### config.mk
export PLATFORM = sky130hd
export DESIGN_NAME = yuv422_packer
export DESIGN_NICKNAME = d
export VERILOG_FILES = /design/src/rtl/yuv422_packer.sv
export SDC_FILE = /design/constraint.sdc
export NUM_CORES = 1
export LEC_CHECK = 0
export CAP_MARGIN = 30
export CORE_MARGIN = 1.5
export CORE_UTILIZATION = 30
export DETAILED_ROUTE_END_ITERATION = 10
export SLEW_MARGIN = 20
export SYNTH_ARGS = -nofsm -noshare
export SYNTH_HDL_FRONTEND = slang
export SYNTH_SLANG_ARGS = --single-unit
### constraint.sdc
create_clock -name sys2_clk -period 2.5 [get_ports sys2_clk]
set_clock_uncertainty 0.15 [all_clocks]
set_input_delay 0.25 -clock sys2_clk [delete_from_list [all_inputs] [get_ports sys2_clk]]
set_output_delay 0.25 -clock sys2_clk [all_outputs]
set_load 0.01 [all_outputs]
### src/rtl/yuv422_packer.sv
// yuv422_packer: 24-bit 4:4:4 YCbCr to 16-bit 4:2:2 {C,Y} for the ADV7511.
// Two input stages plus output registers give a fixed 3-cycle latency.
module yuv422_packer #(
  parameter int          FILTER      = 1,
  parameter logic [15:0] BLANK_VALUE = 16'h8010
) (
  input  logic        sys2_clk,
  input  logic        sys2_rst,
  input  logic        in_de,
  input  logic        in_hs,
  input  logic        in_vs,
  input  logic [23:0] in_data,
  input  logic        clr,
  output logic        out_de,
  output logic        out_hs,
  output logic        out_vs,
  output logic [15:0] out_data,
  output logic        odd_len
);

  logic        r_s1_de, r_s1_hs, r_s1_vs;
  logic [23:0] r_s1_data;
  logic        r_s2_de, r_s2_hs, r_s2_vs;
  logic [23:0] r_s2_data;
  logic        r_phase;
  logic [7:0]  r_hold_cr;
  logic        r_de, r_hs, r_vs, r_odd;
  logic [15:0] r_data;

  logic [7:0]  w_cb_avg, w_cr_avg;
  logic [7:0]  w_c, w_hold_nxt;
  logic        w_set;
  logic [15:0] w_data;

  assign w_cb_avg = 8'((9'(r_s2_data[15:8])
                      + 9'(r_s1_data[15:8])
                      + 9'd1) >> 1);
  assign w_cr_avg = 8'((9'(r_s2_data[23:16])
                      + 9'(r_s1_data[23:16])
                      + 9'd1) >> 1);

  // Phase 0 pixel emits Cb and latches Cr for its odd partner.
  always_comb begin
    w_c        = r_s2_data[15:8];
    w_hold_nxt = r_hold_cr;
    w_set      = 1'b0;
    if (r_s2_de) begin
      if (r_phase) begin
        w_c = r_hold_cr;
      end else if (r_s1_de) begin
        if (FILTER != 0) begin
          w_c        = w_cb_avg;
          w_hold_nxt = w_cr_avg;
        end else begin
          w_hold_nxt = r_s2_data[23:16];
        end
      end else begin
        w_set = 1'b1;
      end
    end
  end

  assign w_data = r_s2_de ? {w_c, r_s2_data[7:0]} : BLANK_VALUE;

  always_ff @(posedge sys2_clk or posedge sys2_rst) begin
    if (sys2_rst) begin
      r_s1_de   <= 1'b0;
      r_s1_hs   <= 1'b0;
      r_s1_vs   <= 1'b0;
      r_s1_data <= '0;
      r_s2_de   <= 1'b0;
      r_s2_hs   <= 1'b0;
      r_s2_vs   <= 1'b0;
      r_s2_data <= '0;
      r_phase   <= 1'b0;
      r_hold_cr <= '0;
      r_de      <= 1'b0;
      r_hs      <= 1'b0;
      r_vs      <= 1'b0;
      r_data    <= BLANK_VALUE;
      r_odd     <= 1'b0;
    end else begin
      r_s1_de   <= in_de;
      r_s1_hs   <= in_hs;
      r_s1_vs   <= in_vs;
      r_s1_data <= in_data;
      r_s2_de   <= r_s1_de;
      r_s2_hs   <= r_s1_hs;
      r_s2_vs   <= r_s1_vs;
      r_s2_data <= r_s1_data;
      r_phase   <= r_s2_de ? ~r_phase : 1'b0;
      r_hold_cr <= w_hold_nxt;
      r_de      <= r_s2_de;
      r_hs      <= r_s2_hs;
      r_vs      <= r_s2_vs;
      r_data    <= w_data;
      if (w_set)
        r_odd <= 1'b1;
      else if (clr)
        r_odd <= 1'b0;
    end
  end

  assign out_de   = r_de;
  assign out_hs   = r_hs;
  assign out_vs   = r_vs;
  assign out_data = r_data;
  assign odd_len  = r_odd;

endmodule

==> flow_results.org <==
** Run status
- The run finished with clean final reports.

** Timing
- Final sum of negative setup slack :: 0 ns
- Hold violation total from the final report :: 0
- At the pin with the least slew margin, the transition time is 0.6197 ns.
- Maximum clock rate :: 0.4891 GHz
- Share of the clock period used by the worst path :: 81.79%
- Setup violations remaining at the end of the flow were counted as 0.
- Final WS setup :: 0.4553 ns
- Final Max Tran Viols :: 0
- Time the worst path needs with I/O delays and setup :: 2.045 ns
- Setup repair after global routing left no endpoint under its margin.
- Worst-case headroom to the max-slew limit :: 58.60%

** Floorplanning
- The die is 104.9 µm wide.
- Vert. Die Dim :: 104.9 µm
- Initial core utilization :: 30.57%
- Pin placement for this block handled 50 I/O pins.
- Count of standard-cell rows :: 37
- Die area :: 11000 µm²
- Area of the core :: 10180 µm²

** Synthesis
- After synthesis, the largest area contributor takes up 65.11% of total cell area.
- The largest total area in the synthesized netlist belongs to dfrtp_1.
- In the synthesized netlist the dominant register cell turns out to be dfrtp_1.
- In this run, synthesis inferred 0 flip-flops with an integrated enable.
- Synth top area cells :: dfrtp_1, ha_1, a21oi_1, nand2_1, o21ai_0
- Among all cell types in the netlist, the one instantiated most often is dfrtp_1.
- The commonest cells after synthesis are dfrtp_1, nand2_1, a21oi_1.
- Net count after synthesis :: 286
- In this run the cell area of the synthesized design comes to 3113 µm².
- Fraction of synthesis flops using an asynchronous set or reset pin :: 100.0%
- Counting distinct cell types in the post-synthesis netlist gives 40.
- Yosys printed 0 warnings.
- In this run, synthesis produced a sequential element count of 83.
- Seq/Total Area, Yosys :: 66.80%
- Synthesized area per cell :: 12.97 µm²
- Number of standard cells after synthesis :: 240

** Critical path
- Of all nets on the critical path, the largest fanout is 3.
- CP required :: 2.57 ns
- The signal on the critical path passes through or2_2, fa_1, a21oi_1, o21ai_0, mux2i_1, a21oi_1, o21ai_0.
- STA classifies the critical path startpoint as a flip-flop.
- Setup slack of the most critical reg-to-reg path :: 0.46 ns
- Buf+Inv Stages, Crit Path :: 0
- Worst Setup Path Type :: flip-flop to flip-flop
- Worst stage delay on the critical path :: 0.43 ns
- Cell family contributing the most delay on the critical path :: compound AO/OA/AOI/OAI gates
- At the worst endpoint, the arrival time is 2.12 ns.
- On the critical path, the stage with the largest delay is an instance of fa_1.
- Category of the worst setup path capture point :: flip-flop

** Detailed routing
- In the routed design, unresolved DRC markers number 0.
- In the routed layout, each cell is associated on average with a via count of 4.424.
- Via count of the routed design :: 1942
- Number of design-rule violations left by the first detailed-router iteration :: 58
- Count of antenna-violating nets left after detailed routing :: 0
- Iteration count of the initial detailed-routing pass :: 6
- Post-Route WL :: 5.634 mm
- In the final routed layout, each cell accounts on average for 12.83 µm.

** Final layout
- Final Core Density :: 39.43%
- Antenna cells :: 0
- Compared with the post-synthesis result, the final layout area differs by 29.02%.
- Total Nets Final :: 344
- Share of layout cells above drive strength 1 :: 9.901%

** GRT
- For this run, the total global-route usage over all layers was measured as 11.42%.
- Global routing finished with a remaining overflow of 0.
- Global-route wire length before repair :: 9.742 mm
- Number of global-route vias before repair :: 2080
- Number of antenna violations at the first check in global routing :: 0
- Pin count of the biggest net entering global routing :: 34

** Power
- In this run switching power makes up 25.68% of total power.
- Pwr dens :: 716.7 nW/µm²
- Total design power :: 0.002879 W
- Per report_power, the sequential group accounts for 51.8% of the total.
- Cell-internal power :: 0.002139 W
- Max VDD drop :: 225.5 µV
- Pleak :: 1.743 nW
- The analysis attributes to net switching a power of 0.0007393 W.
- Combinational share of power :: 13.5%
- Clock share of power :: 34.7%

** CTS
- Number of levels the H-tree was split into :: 3
- The clock passes through at most 2 buffers.
- Clock latency at the later pin of the worst-skew pair :: 0.35 ns
- Clock slew seen by the registers of the worst setup and hold paths :: 0.09 ns
- The number of hold buffers added after CTS was 0.
- Post-CTS setup buffer count :: 0
- Clock tree synthesis selected as its root buffer the cell clkbuf_8.
- Clock tree synthesis inserted a total of 9 buffers.
- TritonCTS built the clock tree.
- Cts repair resizes :: 0
- Number of sinks on the clock net :: 83

** Place
- Final HPWL from detailed placement :: 3.953 mm
- Input and output buffers added on the ports amount to 49.
- Final weighted congestion in routability-driven placement :: 0.8464
- OpenSTA, run right after detailed placement, puts the worst setup slack at 0.4858 ns.

** Worst hold path
- The min-delay analysis places its worst path in the category input pin to async pin.

** Job
- Max-cap violations in this run came to 0.
[power by group through the flow]
stage               registers [W]  clock network [W]  logic, W
floorplan                 0.00152                  0  0.000225
global placement          0.00152                  0  0.000387
detailed placement        0.00152                  0  0.000393
CTS                       0.00149            0.00104  0.000395
global route              0.00151            0.00109  0.000436
finish                    0.00149           0.000998  0.000389
[layout make-up]
type | count | area [µm²]
fillers | 1005 | 6168
flip-flops and latches | 83 | 2079
multi-input cells | 144 | 982.2
repair buffers | 53 | 545.5
well taps | 136 | 170.2
clock buffers | 10 | 137.6
clock inverters | 6 | 71.32
inverters | 7 | 30.03
[final timing paths]
kind                                              start                  endpoint  cells past startpoint
max in group asynchronous                      sys2_rst    out_data[15]$_DFF_PP1_                      3
min in group sys2_clk                        in_data[0]    r_s1_data[0]$_DFF_PP0_                      1
worst min-delay path                           sys2_rst    r_s1_data[5]$_DFF_PP0_                      2
worst max register to register  r_s2_data[16]$_DFF_PP0_  r_hold_cr[5]$_DFFE_PP0P_                      7
worst max-delay path            r_s2_data[16]$_DFF_PP0_  r_hold_cr[5]$_DFFE_PP0P_                      7
worst min register to register   r_s1_data[2]$_DFF_PP0_    r_s2_data[2]$_DFF_PP0_                      0
[metrics by stage]
stage / area, µm² / hold slack (ns) / instances
finish: 4016 / 0.1552 / 439
global route: 4016 / 0.1559 / 439
CTS: 4016 / 0.1441 / 439
detailed placement: 3807 / 0.1847 / 423
global placement: 3807 / 0.1813 / 423
floorplan: 3117 / 0.1314 / 240
[sequential cells by signal, summed over array words and instances, names as in the netlist]
signal / cells
r_s1_hs: 1
out_vs: 1
r_s2_hs: 1
r_hold_cr: 8
out_hs: 1
r_s2_data: 24
out_data: 16
r_s2_vs: 1
r_s1_de: 1
odd_len: 1
r_s1_data: 24
out_de: 1
r_s1_vs: 1
r_s2_de: 1
r_phase: 1
[layout by cell type, fill, tap and decap left out, types with 2 or more instances in the layout]
cell             netlist  final
inv_6                  0      2
nor2_1                12     12
clkinvlp_4             0      3
o21ai_0               15     15
dfstp_2                2      2
nand3b_1               2      2
nand2b_1               2      2
buf_4                  0      2
o211ai_1               4      4
and2_1                 7      7
xnor2_1                2      2
ha_1                  14     14
nand3_1                2      2
mux2i_1                3      3
inv_1                  7      6
dfrtp_1               81     81
o211a_1                2      2
buf_12                 0      2
fa_1                   2      2
a211oi_1               5      5
clkbuf_8               0     10
o21a_1                 4      4
a21oi_1               16     16
nor2b_1                2      2
xor2_1                 3      3
nor3_1                 8      8
nand2_1               20     20
o31ai_1                4      4
clkdlybuf4s50_1        0     49
[cells by family after synthesis]
| kind of cell | synth area share [%] |
|---|---|
| flops | 66.80 |
| xor+xnor | 1.407 |
| mux | 1.809 |
| fa+ha+maj | 6.913 |
| compound gates | 11.90 |
| simple gates | 9.526 |
| buf+inv | 1.648 |
[routing by layer]
layer / part of all wire, % / wire (µm) / global-route usage, % / up-vias
li1: - / - / - / 949
met1: 45 / 2538 / 14.30 / 939
met3: 5.6 / 315 / 4.242 / 8
met4: 1.5 / 86 / 5.773 / 0
met5: 0 / 0 / 0 / -
met2: 48 / 2693 / 17.27 / 46
[worst register-to-register path: stages (launching register included)]
cell	delay, ns
dfrtp_1	0.38
or2_2	0.30
fa_1	0.43
a21oi_1	0.15
o21ai_0	0.15
mux2i_1	0.16
a21oi_1	0.12
o21ai_0	0.08
Power figures use the tool's default switching activity.
